## config.mk

```make
export PLATFORM = sky130hd
export DESIGN_NAME = demux1x8_bank
export DESIGN_NICKNAME = d
export VERILOG_FILES = /design/src/rtl/demux1x8_bank.sv
export SDC_FILE = /design/constraint.sdc
export NUM_CORES = 1
export LEC_CHECK = 0
export BUFFER_PORTS_ARGS = -buffer_cell sky130_fd_sc_hd__buf_2
export CAP_MARGIN = 20
export CELL_PAD_IN_SITES_DETAIL_PLACEMENT = 1
export CELL_PAD_IN_SITES_GLOBAL_PLACEMENT = 1
export CORE_MARGIN = 3
export CORE_UTILIZATION = 42
export DETAILED_ROUTE_END_ITERATION = 7
export PLACE_DENSITY = 0.84
export REMOVE_ABC_BUFFERS = 1
export SETUP_SLACK_MARGIN = 0.2
export SLEW_MARGIN = 20
export SYNTH_ARGS = -nofsm -noshare
export SYNTH_HDL_FRONTEND = slang
export SYNTH_SLANG_ARGS = --single-unit
```

## constraint.sdc

```tcl
create_clock -name clk_i -period 3.9 [get_ports clk_i]
set_input_delay 0.195 -clock clk_i [delete_from_list [all_inputs] [get_ports clk_i]]
set_output_delay 0.195 -clock clk_i [all_outputs]
set_load 0.02 [all_outputs]
```

## src/rtl/demux1x8_bank.sv

```systemverilog
// demux1x8_bank: a 1-to-8 write demultiplexer into an 8-entry, 32-bit register bank.
// Single beats are steered by sel_i. A burst writes burst_len_i consecutive entries,
// starting at sel_i and wrapping modulo 8. A per-entry valid mask records which
// entries have been written since the last clear or reset.
module demux1x8_bank (
    input  logic        clk_i,
    input  logic        reset_i,
    input  logic        clear_i,
    input  logic [2:0]  sel_i,
    input  logic [31:0] in_data_i,
    input  logic        in_valid_i,
    output logic        in_ready_o,
    input  logic        burst_start_i,
    input  logic [3:0]  burst_len_i,
    output logic        busy_o,
    output logic        done_o,
    output logic [2:0]  wr_ptr_o,
    output logic [7:0]  valid_mask_o,
    output logic [31:0] out0_o,
    output logic [31:0] out1_o,
    output logic [31:0] out2_o,
    output logic [31:0] out3_o,
    output logic [31:0] out4_o,
    output logic [31:0] out5_o,
    output logic [31:0] out6_o,
    output logic [31:0] out7_o
);

    typedef enum logic [1:0] {
        StIdle  = 2'd0,
        StBurst = 2'd1,
        StDone  = 2'd2
    } state_e;

    state_e      state_q, state_d;
    logic [2:0]  wr_ptr_q, wr_ptr_d;
    logic [3:0]  remaining_q, remaining_d;
    logic [7:0]  valid_mask_q, valid_mask_d;
    logic [31:0] entry_q [8];

    // Write port into the bank, shared by single writes and burst beats.
    logic        wr_en;
    logic [2:0]  wr_idx;

    logic        beat_acc;
    logic        len_legal;

    // Status outputs decoded from the registered state only.
    always_comb begin
        in_ready_o = 1'b1;
        busy_o     = 1'b0;
        done_o     = 1'b0;
        unique case (state_q)
            StIdle: begin
                in_ready_o = 1'b1;
            end
            StBurst: begin
                busy_o = 1'b1;
            end
            StDone: begin
                in_ready_o = 1'b0;
                busy_o     = 1'b1;
                done_o     = 1'b1;
            end
            default: begin
                in_ready_o = 1'b1;
            end
        endcase
    end

    // A beat is never taken while reset is asserted, so the handshake is gated here.
    assign beat_acc  = in_valid_i && in_ready_o && !reset_i;
    assign len_legal = (burst_len_i != 4'd0) && (burst_len_i <= 4'd8);

    // Next-state, write steering and burst bookkeeping.
    always_comb begin
        state_d     = state_q;
        wr_ptr_d    = wr_ptr_q;
        remaining_d = remaining_q;
        wr_en       = 1'b0;
        wr_idx      = sel_i;

        unique case (state_q)
            StIdle: begin
                if (burst_start_i && len_legal) begin
                    if (beat_acc) begin
                        // The simultaneous beat counts as the first burst beat.
                        wr_en       = 1'b1;
                        wr_idx      = sel_i;
                        wr_ptr_d    = sel_i + 3'd1;
                        remaining_d = burst_len_i - 4'd1;
                        state_d     = (burst_len_i == 4'd1) ? StDone : StBurst;
                    end else begin
                        wr_ptr_d    = sel_i;
                        remaining_d = burst_len_i;
                        state_d     = StBurst;
                    end
                end else if (beat_acc) begin
                    // Plain single write; an illegal burst request is simply dropped.
                    wr_en  = 1'b1;
                    wr_idx = sel_i;
                end
            end

            StBurst: begin
                // sel_i and burst_start_i are ignored; without a beat everything holds.
                if (beat_acc) begin
                    wr_en       = 1'b1;
                    wr_idx      = wr_ptr_q;
                    wr_ptr_d    = wr_ptr_q + 3'd1;
                    remaining_d = remaining_q - 4'd1;
                    if (remaining_q == 4'd1) begin
                        state_d = StDone;
                    end
                end
            end

            StDone: begin
                state_d = StIdle;
            end

            default: begin
                state_d = StIdle;
            end
        endcase
    end

    // Valid mask: clear drops every bit, but the entry written this cycle stays set.
    always_comb begin
        valid_mask_d = clear_i ? 8'h00 : valid_mask_q;
        if (wr_en) begin
            valid_mask_d[wr_idx] = 1'b1;
        end
    end

    // Control state registers with synchronous reset.
    always_ff @(posedge clk_i) begin
        if (reset_i) begin
            state_q      <= StIdle;
            wr_ptr_q     <= 3'd0;
            remaining_q  <= 4'd0;
            valid_mask_q <= 8'h00;
        end else begin
            state_q      <= state_d;
            wr_ptr_q     <= wr_ptr_d;
            remaining_q  <= remaining_d;
            valid_mask_q <= valid_mask_d;
        end
    end

    // Data bank: only the addressed entry is loaded on an accepted beat.
    always_ff @(posedge clk_i) begin
        if (reset_i) begin
            for (int i = 0; i < 8; i++) begin
                entry_q[i] <= 32'h0;
            end
        end else if (wr_en) begin
            entry_q[wr_idx] <= in_data_i;
        end
    end

    assign wr_ptr_o     = wr_ptr_q;
    assign valid_mask_o = valid_mask_q;

    assign out0_o = entry_q[0];
    assign out1_o = entry_q[1];
    assign out2_o = entry_q[2];
    assign out3_o = entry_q[3];
    assign out4_o = entry_q[4];
    assign out5_o = entry_q[5];
    assign out6_o = entry_q[6];
    assign out7_o = entry_q[7];

endmodule

```

### After elaboration in Yosys (flattened, before gate mapping)

Memories as Yosys holds them, arrays and structs flattened.
Index checks and enable logic that the tools add are counted.

* logic and storage cells: 67
* flip-flop bits (word level): 17
* memory bits (writable): 256
* output and inout bits: 270
* memories: 1

* bitwise operators: 1
* reduce and logical (&&, ||, !) cells: 14
* multiplexer cells: 33
* add/subtract/negate cells: 4
* order comparisons: 3
* eq/ne operators: 7

Memories
* entry_q: words 8, width 32, rd ports 8, clocked after memory_dff 0, wr ports 8, line 39 `logic [31:0] entry_q [8];`

Operator list (number)
* 2-to-1 mux 32 bit: 1
* OR reduction 32 bit: 1
* 2-to-1 mux 3 bit: 6
* 2-to-1 mux 8 bit: 2
* 2-to-1 mux 1 bit: 12
* 2-to-1 mux 4 bit: 3
* 2-to-1 mux 2 bit: 5
* == test 4 x 1 -> 1 bit, second input constant: 2
* bitwise OR 8 bit: 1
* case mux 4 bit (2 select lines): 1
* subtractor 4 x 1 -> 4 bit, second input constant: 2
* adder 3 x 1 -> 3 bit, second input constant: 2
* inequality test 2 bit, second input constant: 3
* case mux 3 bit (2 select lines): 1
* AND reduction 3 bit: 2
* logical AND 1 bit: 5
* less-or-equal comparator 4 bit, second input constant: 1
* < comparator 3 x 4 -> 1 bit, second input constant: 1
* case mux 2 bit (2 select lines): 1
* nonzero test 4 bit: 1
* OR reduction 2 bit: 2
* demux 1 bit (select 3 bit): 1
* >= comparator 3 x 1 -> 1 bit, second input constant: 1
* == test 2 x 1 -> 1 bit, second input constant: 1
* 4 further kinds: 4

### Logic depth before layout (Yosys ltp)

Gate-level depths: netlist (run 1).

* word-level depth: 12
* gate-level depth with buffers: 8
* mapped depth without buffers: 6

### Least setup slack after synthesis (run 1)

OpenSTA, ideal clock, no wires.

* path type: register to register
* from: reg state_q[0]
* to: mem entry_q[4][0] (enable)
* required time: 3511 ps
* setup slack: 937 ps
* library setup time: 389 ps
* data arrival time: 2573 ps
* stages on the path, launching flop included: 9
* clock period less this slack: 2963 ps
* cells stage by stage: dfxtp_1 inv_1 ha_1 or3b_1 buf_2 nor3_4 a31oi_1 buf_2 nand2_1

RTL lines
* start: declaration: line 35 `state_e state_q, state_d;`
* start signal: assignment: line 139 `state_q <= StIdle;`
* start signal: assignment: line 144 `state_q <= state_d;`
* end: declaration: line 39

==> results of run 1 <==
==> state kept, by name (all words and copies together) (netlist names) <==
register,cells
valid_mask_o,8
state_q,2
entry_q,256
remaining_q,4
wr_ptr_o,3
==> layout make-up <==
class / count / area, um^2 / share of cell area (%)
clock buffers: 38 / 759 / 5.55
well taps: 324 / 405 / 2.96
multi-input cells: 377 / 2610 / 19.1
clock inverters: 13 / 140 / 1.02
flip-flops and latches: 273 / 8030 / 58.6
repair buffers: 326 / 1700 / 12.4
inverters: 13 / 48.8 / 0.356
==> worst max-delay path by stage <==
stage / startpoint / endpoint / slack [ns] / cells past startpoint
after floorplan: state_q[0] / entry_q[4][0] / -0.15 / 6
after global placement: state_q[1] / entry_q[4][8] / 0.50 / 6
after detailed placement: state_q[1] / entry_q[4][17] / 0.27 / 6
after CTS: state_q[1] / entry_q[4][7] / 0.27 / 6
after global routing: state_q[1] / entry_q[4][10] / 0.31 / 7
final: state_q[1] / entry_q[4][3] / 0.56 / 7
==> layer usage <==
layer / routed length (um) / vias up
li1: - / 3110
met1: 13100 / 3701
met2: 17700 / 344
met3: 2330 / 56
met4: 889 / 2
met5: 11 / -
==> cell usage in the layout, fill, tap and decap left out, types with 5 or more instances in the layout <==
master / netlist / layout
buf_4: 0 / 11
buf_2: 14 / 313
clkbuf_1: 17 / 9
clkinv_1: 0 / 5
clkbuf_16: 0 / 29
a21oi_1: 12 / 12
nor2_1: 7 / 7
dfxtp_1: 17 / 17
edfxtp_1: 256 / 256
and2_1: 128 / 128
ha_1: 9 / 9
nand2b_1: 15 / 11
nand4_1: 6 / 6
inv_1: 13 / 13
nor2b_1: 136 / 136
==> cell usage after synthesis, types with 6 or more instances <==
| cell | instances | area (um^2) |
|---|---|---|
| nand2_1 | 7 | 26.3 |
| edfxtp_1 | 256 | 7690 |
| nor2b_1 | 136 | 851 |
| inv_1 | 13 | 48.8 |
| a21oi_1 | 12 | 60.1 |
| dfxtp_1 | 17 | 340 |
| nand2b_1 | 15 | 93.8 |
| nand4_1 | 6 | 37.5 |
| and2_1 | 128 | 801 |
| clkbuf_1 | 17 | 63.8 |
| buf_2 | 14 | 70.1 |
| ha_1 | 9 | 113 |
| nor2_1 | 7 | 26.3 |
==> critical path: stages (launching register included) <==
cell,delay [ns]
dfxtp_1,0.33
inv_1,0.08
ha_1,0.48
inv_1,0.37
nor3_4,0.49
a31oi_4,0.31
buf_16,0.27
nand2_2,0.61
==> per-stage QoR <==
step | setup slack, ns | cells | instance area [um^2] | TNS, ns | utilization, %
after floorplan | -0.154 | 663 | 10600 | -4.92 | -
after global placement | 0.496 | 1312 | 12800 | 0 | 51.7
after detailed placement | 0.267 | 1312 | 12800 | 0 | 51.7
after CTS | 0.271 | 1363 | 13700 | 0 | 55.4
after global routing | 0.314 | 1364 | 13700 | 0 | 55.5
final | 0.558 | 1364 | 13700 | 0 | 55.5
==> where the power goes <==
part	internal (mW)	switching, mW
Clock	1.56	1.11
Sequential	3.50	0.144
Combinational	0.421	1.04
Total	5.47	2.29
==> logic make-up after synthesis <==
group,after synthesis
simple gates,317
mux,2
compound gates,47
flops,273
fa+ha+maj,9
buf+inv,44
xor+xnor,2
==> metrics, run 1 <==
die width=166 um; M3 GR Usage=4.53%; adder-cell share of the synthesized area=1.05%; Max VDD drop=0.000324 V; H-tree Lvls=1; Hold-fix buffers, CTS=0; crit path max fanout=32; Starting DRT DRC Count=670; Final Hold Viols=0; reg2reg path depth=7; area delta synth->final=27.8%; post-DP HPWL=22,100 um; Die H=166 um; Post-Synth XOR/XNOR Area=0.163%; power per cell area=567 mW/mm^2; r2r setup slk=0.56 ns; Placeable Area=0.0247 mm^2; All-Layer GR Usage=24.0%; CTS tree=yes; GR peak layer=met2; mux cell area share after synthesis=0.199%; Synth Area per Inst=15.4 um^2; final setup fails=0; number of flops mapped to enable cells by yosys=256; GRT overflow=0; Synth Area in Simple Gates=18.5%; Synth Flop Type=edfxtp_1; Port Buf Inserts=313; crit path DAT=3.50 ns; synthesized cell area=0.0107 mm^2; Final GP Congestion=0.862; first-pass GRT wire length=50,200 um; result of the run=complete, no violations; FILL cells=2,490; sequential fraction of the synthesis area=74.9%; max-slew violation count=0; initial antenna violation count=1; hold endpoint=entry_q[1][15]; Distinct cells, synth=47; Synth Warn #=0; Max-slew headroom=33.4%; Clk Latency, worst-skew pair=0.53 ns; number of gates resized after CTS=0; Root Driver=clkbuf_16; Fmax=0.299 GHz; HP Class=in2reg; antenna cells=0; total power=7.76 mW; WP data required=4.05 ns; RR Startpoint=state_q[1]; number of synthesized register bits=273; Hold Crit Start=in_data_i[15]; Die ar.=0.0275 mm^2; final WL=34,000 um; ys async rst share=0%; GR Layer Usage met2=43.6%; detailed-route wire length per cell=24.9 um; CTS Buf Count=28; hold slack final=0.0361 ns; Global Route met1 Usage=29.4%; I/O pins=314; Leakage=5.62 nW; vias in the first global route=7,722; unrepaired setup endpoints after global routing=false; Via density=5.29; period utilization=85.7%; Initial Util=43.4%; number of max-cap violations=0; layout cells sized above 1=36.9%; CTS max path bufs=3; cells after synthesis=694; # Post-CTS Setup Buffers=0; Final Skew=0.0130 ns; Final Critical Period=3.34 ns; Compound-Gate Fraction of Synth Area=3.47%; vias=7,213; largest net degree at the start of global routing=35; capture point of the worst reg-to-reg path=entry_q[4][3]; critical path class=reg2reg; DRT Pass-1 Iters=5; row count=57; Final nets=1,072; # DRC=0; total clock sinks=273; Antenna Violating Nets Remaining=0; main combinational cell family by area after synthesis=simple AND/OR/NAND/NOR gates; Slew @ Worst Pin=0.996 ns; hold path depth=2; CP Capture Type=register; Clk pin slew, worst setup/hold paths=0.06 ns; crit path launch type=register
No activity file was read; power rests on OpenSTA's default activity.
==> run 2, diff against run 1 <==
REMOVE_ABC_BUFFERS = not set   (was 1)
==> run 2 against run 1 <==
Against the previous run:
- global-route usage decreased by 1.1 points
- design area down 0.45%
- wire length is 4.6% lower
- worst hold slack better by 0.0095 ns
- clock skew grew 0.0049 ns
- clock power down 8.2%
- critical path depth is 1 lower
- fmax grew 9.3%
- total power decreased by 2.9%
- sequential power about the same
- setup slack improved by 0.28 ns
- critical path type unchanged
- critical endpoint is now entry_q[4][0]
==> metrics, run 2 (synthesis gave the netlist of run 1 again) <==
Final Critical Period=3.06 ns; initial antenna violation count=2; I/O pins=314; layout cells sized above 1=37.1%; Max VDD drop=0.000344 V; Hold-fix buffers, CTS=0; detailed-route wire length per cell=23.8 um; antenna cells=0; Final nets=1,076; CP Capture Type=register; Leakage=5.61 nW; number of gates resized after CTS=0; Top Metal Used=met5; CP startpoint=state_q[0]; Die ar.=0.0275 mm^2; first-pass GRT wire length=48,400 um; metal3 WL=1990 um; # Post-CTS Setup Buffers=0; Root Driver=clkbuf_16; crit path max fanout=32; Slew @ Worst Pin=0.959 ns; Port Buf Inserts=313; final setup fails=0; CP bufs+invs=1; Hold Crit Start=clear_i; power per cell area=553 mW/mm^2; vias=7,029; Critical-path top delay cell=nand2_2; period utilization=78.4%; DRT Pass-1 Iters=5; CTS tree=yes; final non-filler cell area=0.0136 mm^2; vias in the first global route=7,526; register area=0.00803 mm^2; post-synth net total=747; Clk Latency, worst-skew pair=0.53 ns; unrepaired setup endpoints after global routing=false; result of the run=complete, no violations; Max-slew headroom=35.9%; GRT overflow=0; Placeable Area=0.0247 mm^2; RR Startpoint=state_q[0]; post-DP HPWL=22,000 um; die width=166 um; max-slew violation count=0; number of max-cap violations=0; Final Hold Viols=0; row count=57; CP Cell Sequence=inv_1, ha_1, or3b_1, nor4_1, a31oi_4, nand2_2; crit path DAT=3.20 ns; M1 wire length=12,700 um; register bank with the most flops=entry_q; Setup TNS=0 ns; Initial Util=43.4%; FILL cells=2,542; CP delay by family, top=simple AND/OR/NAND/NOR gates; final WL=32,400 um; Final Skew=0.0179 ns; placed instance area=0.0128 mm^2; Clk pin slew, worst setup/hold paths=0.06 ns; max reg flops=256; Starting DRT DRC Count=531; Detail Route met2 WL=16,800 um; WP data required=4.05 ns; HP Class=in2reg; Fmax=0.327 GHz; Antenna Violating Nets Remaining=0; H-tree Lvls=1; most common cell after layout, fill and taps aside=buf_2; # DRC=0; total clock sinks=273; area delta synth->final=27.2%; commonest non-fill, non-tap cells in the layout=buf_2, edfxtp_1, nor2b_1; CTS Buf Count=28; largest net degree at the start of global routing=35; Die H=166 um; critical path class=reg2reg; crit path launch type=register; CTS max path bufs=3; largest stage delay on the critical path=0.71 ns; Via density=5.15; Final GP Congestion=0.822; footprint of the multi-input gates=0.00261 mm^2; All-Layer GR Usage=22.9%
run 2: stage by stage:
stage	std cells	setup WS, ns	hold WS [ns]	utilization [%]	power [mW]
floorplan	694	0.937	0.267	-	4.54
global route	1364	0.597	0.0452	55.2	7.85
global placement	1316	0.589	0.462	51.8	5.10
CTS	1363	0.387	0.0241	55.1	7.59
detailed placement	1316	0.410	0.472	51.8	5.15
finish	1364	0.843	0.0456	55.2	7.54
run 2: worst reg2reg max path, cell delays in order, from the launching register on:
cell	delay, ns
dfxtp_1	0.33
inv_1	0.07
ha_1	0.27
or3b_1	0.58
nor4_1	0.53
a31oi_4	0.17
nand2_2	0.71
run 2: metal layers:
| layer | global-route usage [%] | up-vias |
|---|---|---|
| li1 | - | 3116 |
| met1 | 28.7 | 3559 |
| met2 | 40.8 | 293 |
| met3 | 4.12 | 59 |
| met4 | 6.76 | 2 |
| met5 | 0 | - |
run 2: layout make-up:
type	count	share of cell area (%)
sequential	273	58.9
multi-input combinational	377	19.2
timing repair buffer	330	12.6
clock buffer	36	5.36
tap	324	2.97
clock inverter	11	0.661
inverter	13	0.358
run 2: worst paths after layout:
kind	end	slack, ns	cells after the start
setup reg to reg	entry_q[4][0]	0.84	6
hold reg to reg	valid_mask_o[0]	0.49	2
hold / removal	valid_mask_o[6]	0.05	3
setup / recovery	entry_q[4][0]	0.84	6
run 2: report_power, final:
group	leakage, nW	total, mW	switching (mW)	internal, mW
sequential	2.79	3.64	0.139	3.50
combinational	2.42	1.46	1.03	0.426
clock	0.402	2.45	1.07	1.38
total	5.61	7.54	2.24	5.30
